<file path="config.mk">
export PLATFORM = sky130hd
export DESIGN_NAME = brg_xcel_mem_req_tracker
export DESIGN_NICKNAME = d
export VERILOG_FILES = /design/src/rtl/brg_xcel_mem_req_tracker_pkg.sv /design/src/rtl/brg_xcel_mem_req_tracker_tag_rob.sv /design/src/rtl/brg_xcel_mem_req_tracker.sv
export SDC_FILE = /design/constraint.sdc
export NUM_CORES = 1
export LEC_CHECK = 0
export ABC_AREA = 1
export BUFFER_PORTS_ARGS = -buffer_cell sky130_fd_sc_hd__buf_4
export CAP_MARGIN = 20
export CELL_PAD_IN_SITES_DETAIL_PLACEMENT = 1
export CELL_PAD_IN_SITES_GLOBAL_PLACEMENT = 2
export CORE_ASPECT_RATIO = 1.75
export CORE_MARGIN = 2
export CORE_UTILIZATION = 39
export CTS_CLUSTER_DIAMETER = 60
export DETAILED_ROUTE_END_ITERATION = 10
export GPL_TIMING_DRIVEN = 0
export PLACE_DENSITY_LB_ADDON = 0.1
export SLEW_MARGIN = 5
export SYNTH_ARGS = -nofsm -noshare
export SYNTH_HDL_FRONTEND = slang
export SYNTH_SLANG_ARGS = --single-unit
</file>
<file path="constraint.sdc">
create_clock -name clk_i -period 7.3 [get_ports clk_i]
set_clock_uncertainty 0.15 [all_clocks]
set_input_delay 1.095 -clock clk_i [delete_from_list [all_inputs] [get_ports clk_i]]
set_output_delay 1.095 -clock clk_i [all_outputs]
set_load 0.005 [all_outputs]
</file>
<file path="src/rtl/brg_xcel_mem_req_tracker_pkg.sv">
// Shared types and helpers for the BRG accelerator memory-request tracker.
package brg_xcel_pkg;

  // Request direction as carried on the accelerator master port.
  typedef enum logic {
    LOAD  = 1'b0,
    STORE = 1'b1
  } brg_xcel_req_type_e;

  localparam int unsigned BRG_XCEL_DATA_W = 32;
  localparam int unsigned BRG_XCEL_ADDR_W = 32;

  // Default-configuration view of one accelerator request.
  typedef struct packed {
    logic                         we;
    logic [BRG_XCEL_ADDR_W-1:0]   addr;
    logic [BRG_XCEL_DATA_W-1:0]   data;
    logic [BRG_XCEL_DATA_W/8-1:0] mask;
  } brg_xcel_req_s;

  // Bits needed to name one reorder-buffer entry (at least one bit).
  function automatic int unsigned brg_xcel_tag_width(input int unsigned els);
    return (els > 1) ? $clog2(els) : 1;
  endfunction

endpackage

</file>
<file path="src/rtl/brg_xcel_mem_req_tracker_tag_rob.sv">
// Tag allocator and reorder buffer: hands out load tags at the tail, accepts
// out-of-order returns by tag, and drains data in issue order at the head.
module brg_xcel_tag_rob
  import brg_xcel_pkg::*;
#(
  parameter int unsigned data_width_p    = 32,
  parameter int unsigned load_id_width_p = 11,
  parameter int unsigned els_p           = 8,
  localparam int unsigned tag_w_lp       = brg_xcel_tag_width(els_p),
  localparam int unsigned cnt_w_lp       = $clog2(els_p + 1)
) (
  input  logic                       clk_i,
  input  logic                       reset_n_i,
  input  logic                       alloc_i,
  output logic [tag_w_lp-1:0]        alloc_tag_o,
  output logic                       full_o,
  input  logic                       ret_v_i,
  input  logic [load_id_width_p-1:0] ret_id_i,
  input  logic [data_width_p-1:0]    ret_data_i,
  output logic                       resp_v_o,
  output logic [data_width_p-1:0]    resp_data_o,
  input  logic                       resp_ready_i,
  output logic                       err_o
);

  logic [tag_w_lp-1:0] head_q, head_d;
  logic [tag_w_lp-1:0] tail_q, tail_d;
  logic [cnt_w_lp-1:0] count_q, count_d;
  logic [els_p-1:0]    valid_q, valid_d;
  logic [els_p-1:0]    pending_q, pending_d;
  logic                err_q, err_d;
  logic [data_width_p-1:0] data_q [els_p];

  logic [tag_w_lp-1:0] ret_idx;
  logic                ret_ok;
  logic                drain;

  function automatic logic [tag_w_lp-1:0] wrap_inc(input logic [tag_w_lp-1:0] p);
    return (p == tag_w_lp'(els_p - 1)) ? '0 : p + tag_w_lp'(1);
  endfunction

  // A return is legal only for an in-range tag that is still awaiting data.
  assign ret_idx = ret_id_i[tag_w_lp-1:0];
  assign ret_ok  = ret_v_i & ((ret_id_i >> tag_w_lp) == '0) & pending_q[ret_idx];
  assign drain   = valid_q[head_q] & resp_ready_i;

  assign alloc_tag_o = tail_q;
  assign full_o      = (count_q == cnt_w_lp'(els_p));
  assign resp_v_o    = valid_q[head_q];
  assign resp_data_o = data_q[head_q];
  assign err_o       = err_q;

  // Next-state for pointers, occupancy, per-entry flags and the sticky error.
  // NOTE: always_comb uses blocking '=' with every output defaulted first, so no latch is inferred.
  always_comb begin
    head_d    = head_q;
    tail_d    = tail_q;
    count_d   = count_q;
    valid_d   = valid_q;
    pending_d = pending_q;
    err_d     = err_q;

    if (ret_ok) begin
      valid_d[ret_idx]   = 1'b1;
      pending_d[ret_idx] = 1'b0;
    end else if (ret_v_i) begin
      err_d = 1'b1;
    end

    if (drain) begin
      valid_d[head_q] = 1'b0;
      head_d          = wrap_inc(head_q);
    end

    if (alloc_i) begin
      pending_d[tail_q] = 1'b1;
      valid_d[tail_q]   = 1'b0;
      tail_d            = wrap_inc(tail_q);
    end

    unique case ({alloc_i, drain})
      2'b10:   count_d = count_q + cnt_w_lp'(1);
      2'b01:   count_d = count_q - cnt_w_lp'(1);
      default: count_d = count_q;
    endcase
  end

  // Control state register.
  // NOTE: sequential state uses non-blocking '<=' so all flops update together at the edge.
  always_ff @(posedge clk_i or negedge reset_n_i) begin
    if (!reset_n_i) begin
      head_q    <= '0;
      tail_q    <= '0;
      count_q   <= '0;
      valid_q   <= '0;
      pending_q <= '0;
      err_q     <= 1'b0;
    end else begin
      head_q    <= head_d;
      tail_q    <= tail_d;
      count_q   <= count_d;
      valid_q   <= valid_d;
      pending_q <= pending_d;
      err_q     <= err_d;
    end
  end

  // Returned-data storage, written only by an accepted return.
  // NOTE: the data array has no reset; its contents are meaningless until the valid bit is set.
  always_ff @(posedge clk_i) begin
    if (ret_ok) data_q[ret_idx] <= ret_data_i;
  end

endmodule

</file>
<file path="src/rtl/brg_xcel_mem_req_tracker.sv">
// BRG accelerator memory-request tracker: tags loads, gates issue on endpoint
// credits and reorder space, and returns load data in issue order.
// Optional statistics counters: define BRG_XCEL_TRACKER_STATS_EN.
module brg_xcel_mem_req_tracker
  import brg_xcel_pkg::*;
#(
  parameter int unsigned data_width_p      = 32,
  parameter int unsigned addr_width_p      = 32,
  parameter int unsigned load_id_width_p   = 11,
  parameter int unsigned els_p             = 8,
  parameter int unsigned max_out_credits_p = 200,
  localparam int unsigned credit_w_lp      = $clog2(max_out_credits_p + 1),
  localparam int unsigned tag_w_lp         = brg_xcel_tag_width(els_p)
) (
  input  logic                        clk_i,
  input  logic                        reset_n_i,
  input  logic                        req_v_i,
  output logic                        req_ready_o,
  input  logic                        req_we_i,
  input  logic [addr_width_p-1:0]     req_addr_i,
  input  logic [data_width_p-1:0]     req_data_i,
  input  logic [data_width_p/8-1:0]   req_mask_i,
  output logic                        resp_v_o,
  output logic [data_width_p-1:0]     resp_data_o,
  input  logic                        resp_ready_i,
  output logic                        out_v_o,
  output logic                        out_we_o,
  output logic [addr_width_p-1:0]     out_addr_o,
  output logic [data_width_p-1:0]     out_data_o,
  output logic [data_width_p/8-1:0]   out_mask_o,
  output logic [load_id_width_p-1:0]  out_opq_o,
  input  logic                        out_ready_i,
  input  logic [credit_w_lp-1:0]      out_credits_i,
  input  logic                        returned_v_i,
  input  logic [load_id_width_p-1:0]  returned_load_id_i,
  input  logic [data_width_p-1:0]     returned_data_i,
  output logic                        err_o
`ifdef BRG_XCEL_TRACKER_STATS_EN
 ,output logic [31:0]                 stat_loads_o,
  output logic [31:0]                 stat_stores_o,
  output logic [31:0]                 stat_stall_o
`endif
);

  brg_xcel_req_type_e  req_type;
  logic                is_load;
  logic                rob_full;
  logic                can_issue;
  logic                fire;
  logic                load_fire;
  logic [tag_w_lp-1:0] alloc_tag;

  // Stores only need a credit; loads also need a free reorder entry. A drain
  // in the same cycle does not open a slot for a load.
  assign req_type  = brg_xcel_req_type_e'(req_we_i);
  assign is_load   = (req_type == LOAD);
  assign can_issue = (out_credits_i != '0) & (~is_load | ~rob_full);

  assign out_v_o     = req_v_i & can_issue;
  assign req_ready_o = out_ready_i & can_issue;
  assign fire        = req_v_i & req_ready_o;
  assign load_fire   = fire & is_load;

  assign out_we_o   = req_we_i;
  assign out_addr_o = req_addr_i;
  assign out_data_o = req_data_i;
  assign out_mask_o = req_mask_i;
  assign out_opq_o  = is_load ? load_id_width_p'(alloc_tag) : '0;

  brg_xcel_tag_rob #(
    .data_width_p    (data_width_p),
    .load_id_width_p (load_id_width_p),
    .els_p           (els_p)
  ) u_rob (
    .clk_i        (clk_i),
    .reset_n_i    (reset_n_i),
    .alloc_i      (load_fire),
    .alloc_tag_o  (alloc_tag),
    .full_o       (rob_full),
    .ret_v_i      (returned_v_i),
    .ret_id_i     (returned_load_id_i),
    .ret_data_i   (returned_data_i),
    .resp_v_o     (resp_v_o),
    .resp_data_o  (resp_data_o),
    .resp_ready_i (resp_ready_i),
    .err_o        (err_o)
  );

`ifdef BRG_XCEL_TRACKER_STATS_EN
  logic [31:0] stat_loads_q;
  logic [31:0] stat_stores_q;
  logic [31:0] stat_stall_q;

  // Saturating event counters for loads, stores and stalled request cycles.
  always_ff @(posedge clk_i or negedge reset_n_i) begin
    if (!reset_n_i) begin
      stat_loads_q  <= '0;
      stat_stores_q <= '0;
      stat_stall_q  <= '0;
    end else begin
      if (load_fire && stat_loads_q != '1) stat_loads_q <= stat_loads_q + 32'd1;
      if (fire && !is_load && stat_stores_q != '1) stat_stores_q <= stat_stores_q + 32'd1;
      if (req_v_i && !req_ready_o && stat_stall_q != '1) stat_stall_q <= stat_stall_q + 32'd1;
    end
  end

  assign stat_loads_o  = stat_loads_q;
  assign stat_stores_o = stat_stores_q;
  assign stat_stall_o  = stat_stall_q;
`endif

endmodule

</file>
# Yosys cells after proc, flatten, opt, wreduce, memory -nomap -nowiden
# Memory sizes are Yosys's and may differ from the RTL's.
# Index checks and enable logic that the tools add are counted.
dict set report word_totals {
  ramBits 256
  mem_count 1
  ff_bits 27
  output_inout_bits 116
  input_bits 126
}
dict set report op_classes {
  reduce_logical 7
  n_mux 21
  n_eq_ne 5
  n_lt_le_gt_ge 6
  n_addsub 4
  bitwise 20
}
# memory depth word_bits read_ports rd_ports_with_merged_regs wr line_no
set mem_list {}
lappend mem_list {u_rob.data_q 8 32 1 0 1 brg_xcel_mem_req_tracker_tag_rob.sv:32} ;# logic [data_width_p-1:0] data_q [els_p];
# op n
set op_table {}
lappend op_table {{2-to-1 mux 8 bit} 5}
lappend op_table {{bitwise AND 8 bit} 3}
lappend op_table {{NOT 8 bit} 3}
lappend op_table {{OR 8 bit} 2}
lappend op_table {{less-than comparator 3 x 4 -> 1 bit (second input constant)} 3}
lappend op_table {{zero test 11 bit} 1}
lappend op_table {{demux 1 bit (select 3 bit)} 3}
lappend op_table {{>= comparator 3 x 1 -> 1 bit (second input constant)} 3}
lappend op_table {{2-to-1 mux 3 bit} 3}
lappend op_table {{bitwise AND 1 bit} 8}
lappend op_table {{case mux 4 bit (2 select lines)} 1}
lappend op_table {{nonzero test 8 bit} 1}
lappend op_table {{2-to-1 mux 1 bit} 7}
lappend op_table {{adder 3 x 1 -> 3 bit (second input constant)} 2}
lappend op_table {{binary-select mux 1 bit (select 3 bit)} 2}
lappend op_table {{equality test 3 bit (second input constant)} 2}
lappend op_table {{adder 4 x 1 -> 4 bit (second input constant)} 1}
lappend op_table {{equality test 4 bit (second input constant)} 1}
lappend op_table {{subtractor 4 x 1 -> 4 bit (second input constant)} 1}
lappend op_table {{logical AND 1 bit} 3}
lappend op_table {{NOT 1 bit} 3}
lappend op_table {{equality test 2 x 1 -> 1 bit (second input constant)} 1}
lappend op_table {{equality test 2 bit (second input constant)} 1}
lappend op_table {{AND reduction 2 bit} 1}
lappend op_table {{other kinds (2)} 2}

# Depth between registers and ports, before layout
dict set report logic_depth {
  word_depth 10
  ltp_mapped 18
}

# Modules after synthesis
# From an unflattened synthesis, not the netlist that was laid out.
dict set report unflattened {
  cells_unflattened 972
  hier_area_um2 11827.6
}
# module area_each_um2 seq_area_each_um2 instances cells_each
set modules_own_cells {}
lappend modules_own_cells {brg_xcel_tag_rob 11129.4 8363.0 1 866}
lappend modules_own_cells {brg_xcel_mem_req_tracker 698.2 0.0 1 106}

# Worst setup path before layout
# No wires, ideal clock.
dict set report synth_path {
  path_kind {input to register}
  startpoint {input port returned_load_id_i[0]}
  endpoint {memory u_rob.data_q[1][0] (enable)}
  arrival_ps 3149
  path_buffers 1
  cell_stages 8
  required_ps 6729
  setup_slack_ps 3580
  setup_time_ps 421
  path_cell_list {buf_6 > inv_6 > nand2_1 > nand3_1 > nand2_2 > nor2_4 > nand3_1 > nor2_1}
}
dict set report synth_between {
  elab_chain_cells 5
}
# item line_no
set synth_rtl {}
lappend synth_rtl {{start: declaration} brg_xcel_mem_req_tracker.sv:35} ;# input logic [load_id_width_p-1:0] returned_load_id_i,
lappend synth_rtl {{binary-select mux 1 bit (select 3 bit)} brg_xcel_mem_req_tracker_tag_rob.sv:44} ;# assign ret_ok = ret_v_i & ((ret_id_i >> tag_w_lp) == '0) & pending_q[ret_idx];
lappend synth_rtl {{2-to-1 mux 1 bit (not written as such)} brg_xcel_mem_req_tracker_tag_rob.sv:44}
lappend synth_rtl {{bitwise AND 1 bit} brg_xcel_mem_req_tracker_tag_rob.sv:44}
lappend synth_rtl {{2-to-1 mux 1 bit} brg_xcel_mem_req_tracker_tag_rob.sv:111} ;# if (ret_ok) data_q[ret_idx] <= ret_data_i;
lappend synth_rtl {{2-to-1 mux 1 bit (not written as such)} brg_xcel_mem_req_tracker_tag_rob.sv:111}
lappend synth_rtl {{end: declaration} brg_xcel_mem_req_tracker_tag_rob.sv:32}
# Parallel ways exist; a longest one is shown, timed or not. The select of a mux whose other input is x is not followed.

# Worst setup path in the final report
dict set report layout_path {
  startpoint {register u_rob.head_q[0]}
  endpoint {output port resp_data_o[27]}
}
dict set report layout_between {
  elab_chain_cells 1
}
# item line_no
set layout_rtl {}
lappend layout_rtl {{start: declaration} brg_xcel_mem_req_tracker_tag_rob.sv:26} ;# logic [tag_w_lp-1:0] head_q, head_d;
lappend layout_rtl {{start signal: assignment} brg_xcel_mem_req_tracker_tag_rob.sv:92} ;# head_q <= '0;
lappend layout_rtl {{start signal: assignment} brg_xcel_mem_req_tracker_tag_rob.sv:99} ;# head_q <= head_d;
lappend layout_rtl {{memory (8 x 32 bit)} n/a}
lappend layout_rtl {{end: declaration} brg_xcel_mem_req_tracker.sv:24} ;# output logic [data_width_p-1:0] resp_data_o,
# No other way between the ends.

==> metrics.md <==
| Metric | Value |
|---|---|
| Setup Buffers After CTS | `0` |
| Post-synth EDFFs | `256` |
| NumNets Final | `1322` |
| Share of Yosys cell area claimed by the top area cell type | `0.639` |
| Sink Count | `283` |
| Post-synth ARST share | `0.0954` |
| # rows | `85` |
| Critical path fanouts, max | `10` |
| DP HPWL | `22500 um` |
| R2r setup slk | `4.63 ns` |
| Largest cells by area after synthesis | `edfxtp_1 (64%), dfrtp_1 (5.6%), buf_4 (5.0%), nand2_1 (4.3%), nor2_1 (3.4%)` |
| Wire length per cell | `20.4 um` |
| Final period util | `0.533` |
| RSZ-0062 raised after global routing | `no` |
| Worst r2r dst | `u_rob.count_q[2]` |
| Layout cells sized above 1 | `0.296` |
| Outcome | `complete, no violations` |
| Synth-to-Final Area Change | `23.1%` |
| CTS Buf Count | `27` |
| Max Root-Sink Buffers | `3` |
| Worst Hold Path Cells | `1` |
| Full die area | `32300 sq um` |
| Worst rel slew slack | `0.419` |
| Global-route usage over all layers | `0.203` |
| Largest net degree at the start of global routing | `28` |
| Mapped Cells | `981` |
| Post-synthesis sequential area ratio | `0.696` |
| Most frequent cells in the layout | `edfxtp_1 (256), buf_4 (244), nand2_1 (137)` |
| Worst setup path class | `reg2out` |
| Slew @ Worst Pin | `0.871 ns` |
| FF-to-FF Start | `u_rob.head_q[2]` |
| Initial antenna violation count | `0` |
| ANT cells | `0` |
| Vias in the first global route | `8545` |
| Die extent in x | `137 um` |
| Fmax | `257 MHz` |
| Hold_buf cts | `0` |
| CP arrival | `2.65 ns` |
| Clk_lat worst skew | `0.53 ns` |
| Area leader, netlist | `edfxtp_1` |
| Vias/cell | `5.06` |
| I/O Pins | `242` |
| Total grt overflow | `0` |
| Drt pass-1 iters | `5` |
| Cell variety after synth | `32` |
| Post_cts resized | `0` |
| Initial Utilization | `0.394` |
| CP Capture Type | `primary output` |
| Post-route cell area | `14800 sq um` |
| Fin crit period | `3.89 ns` |
| CTS tree | `built` |
| ANT nets after route | `0` |
| TNS Setup | `0 ns` |
| Core area | `30500 sq um` |
| Worst vdd ir | `0.000187 V` |
| Worst Path Required | `6.05 ns` |
| Max-slew violations | `0` |
| Synth Flop Type | `edfxtp_1` |
| H-tree Lvls | `1` |
| Leakage | `5.88 nW` |
| Critical Path Start Type | `flop` |
| Most common cell after layout, fill and taps aside | `edfxtp_1` |
| Syn avg cell area | `12.3 sq um` |
| Global placement routability congestion | `0.756` |
| Max Cap Viol | `0` |
| Final hold vios | `0` |
| Die Y | `236 um` |
| CTS Root Cell | `clkbuf_16` |
| Placed Area | `14000 sq um` |
| Port Buf Inserts | `164` |
| Power Density | `320 nW/um^2` |
| Hold Crit Class | `reg2reg` |
| HP Start | `u_rob.err_o` |
| Yosys warning total | `0` |
| Remaining DRCs | `0` |
| DRT Wirelength | `32600 um` |
| Final setup vio count | `0` |
| First-pass GRT wire length | `49200 um` |
| Vias | `8095` |
| Synthesized area | `12000 sq um` |
| Drt first-iter violations | `380` |
| Synth Register Bits | `283` |
| Clk pin slew, worst setup/hold paths | `0.06 ns` |
| Reg2Reg Depth | `16` |
| Endpoint of the worst hold path | `u_rob.err_o` |
==> stage by stage <==
stage | hold WS (ns) | util | std cells | power, mW | setup WS, ns
floorplan | 0.292 | - | 988 | 2.72 | 3.58
global placement | 0.293 | 0.451 | 1543 | 3.43 | 1.79
detailed placement | 0.303 | 0.458 | 1551 | 3.46 | 3.91
CTS | 0.319 | 0.485 | 1599 | 4.80 | 3.35
finish | 0.312 | 0.485 | 1599 | 4.74 | 3.41
global route | 0.342 | 0.485 | 1599 | 5.02 | 3.27
==> flip-flops by register name, summed over array words and instances, names as in the netlist <==
name and flops:
u_rob.head_q 3, u_rob.valid_q 8, u_rob.data_q 256, u_rob.pending_q 8, u_rob.count_q 4, u_rob.alloc_tag_o 3, u_rob.err_o 1
==> worst max path at each step <==
| stage | slack, ns | from | endpoint |
|---|---|---|---|
| after floorplan | 3.58 | returned_load_id_i[0] | u_rob.data_q[1][0] |
| after global placement | 1.79 | returned_load_id_i[5] | u_rob.data_q[3][3] |
| after detailed placement | 3.91 | out_credits_i[6] | u_rob.count_q[2] |
| after CTS | 3.35 | u_rob.head_q[0] | resp_data_o[27] |
| after global routing | 3.27 | u_rob.head_q[0] | resp_data_o[27] |
| final | 3.41 | u_rob.head_q[0] | resp_data_o[27] |
==> power breakdown <==
| part | switching (mW) | internal (mW) | total, mW |
|---|---|---|---|
| combinational | 0.913 | 0.608 | 1.52 |
| clock | 0.598 | 0.747 | 1.34 |
| sequential | 0.0534 | 1.82 | 1.87 |
| total | 1.56 | 3.18 | 4.74 |
==> cells by family after synthesis <==
family,count (synthesis),share of synthesized area
other,1,0.000312
flip-flops,283,0.696
XOR/XNOR,3,0.00219
AND/OR/NAND/NOR,305,0.108
AO/OA/AOI/OAI,204,0.100
adder cells (fa/ha/maj),7,0.00728
buffers and inverters,178,0.0863
==> metal layers <==
layer / vias up / GRT usage / routed length [um] / share of wire
met2: 233 / 0.388 / 18000 / 0.55
met3: 50 / 0.0230 / 1520 / 0.047
met4: 0 / 0.0660 / 893 / 0.027
met1: 4022 / 0.230 / 12100 / 0.37
li1: 3790 / - / - / -
met5: - / 0 / 0 / 0
==> worst max-delay path: stages (launching register included) <==
cell and delay (ns):
dfrtp_1 0.47, inv_2 0.19, nand3_1 0.09, inv_1 0.17, buf_1 0.69, a21oi_1 0.28
nand2_1 0.13, buf_4 0.11
==> area by class of cell <==
type	instances	area [sq um]
fill	3211	15700
sequential	283	8360
multi-input combinational	527	2690
timing repair buffer	172	1400
buffer	114	792
clock buffer	29	683
tap	391	489
inverter	64	245
clock inverter	19	146
==> cell usage after synthesis, types with 2 or more instances <==
master,n
edfxtp_1,256
nand2_1,137
nor2_2,8
dfrtp_1,27
nand3_2,3
a21oi_1,56
a22o_1,31
o21ai_0,71
buf_6,5
xor2_1,2
nand4_1,5
o211ai_1,2
nor2_1,108
inv_2,9
buf_4,80
o21ai_2,5
inv_1,54
nand3_1,34
nand2_2,3
o21ai_1,6
o22ai_1,29
nor2_4,4
nand2_4,3
clkbuf_1,6
o21a_1,3
ha_1,7
buf_1,2
buf_2,21
Note: power is estimated with default switching activity, not from simulation.
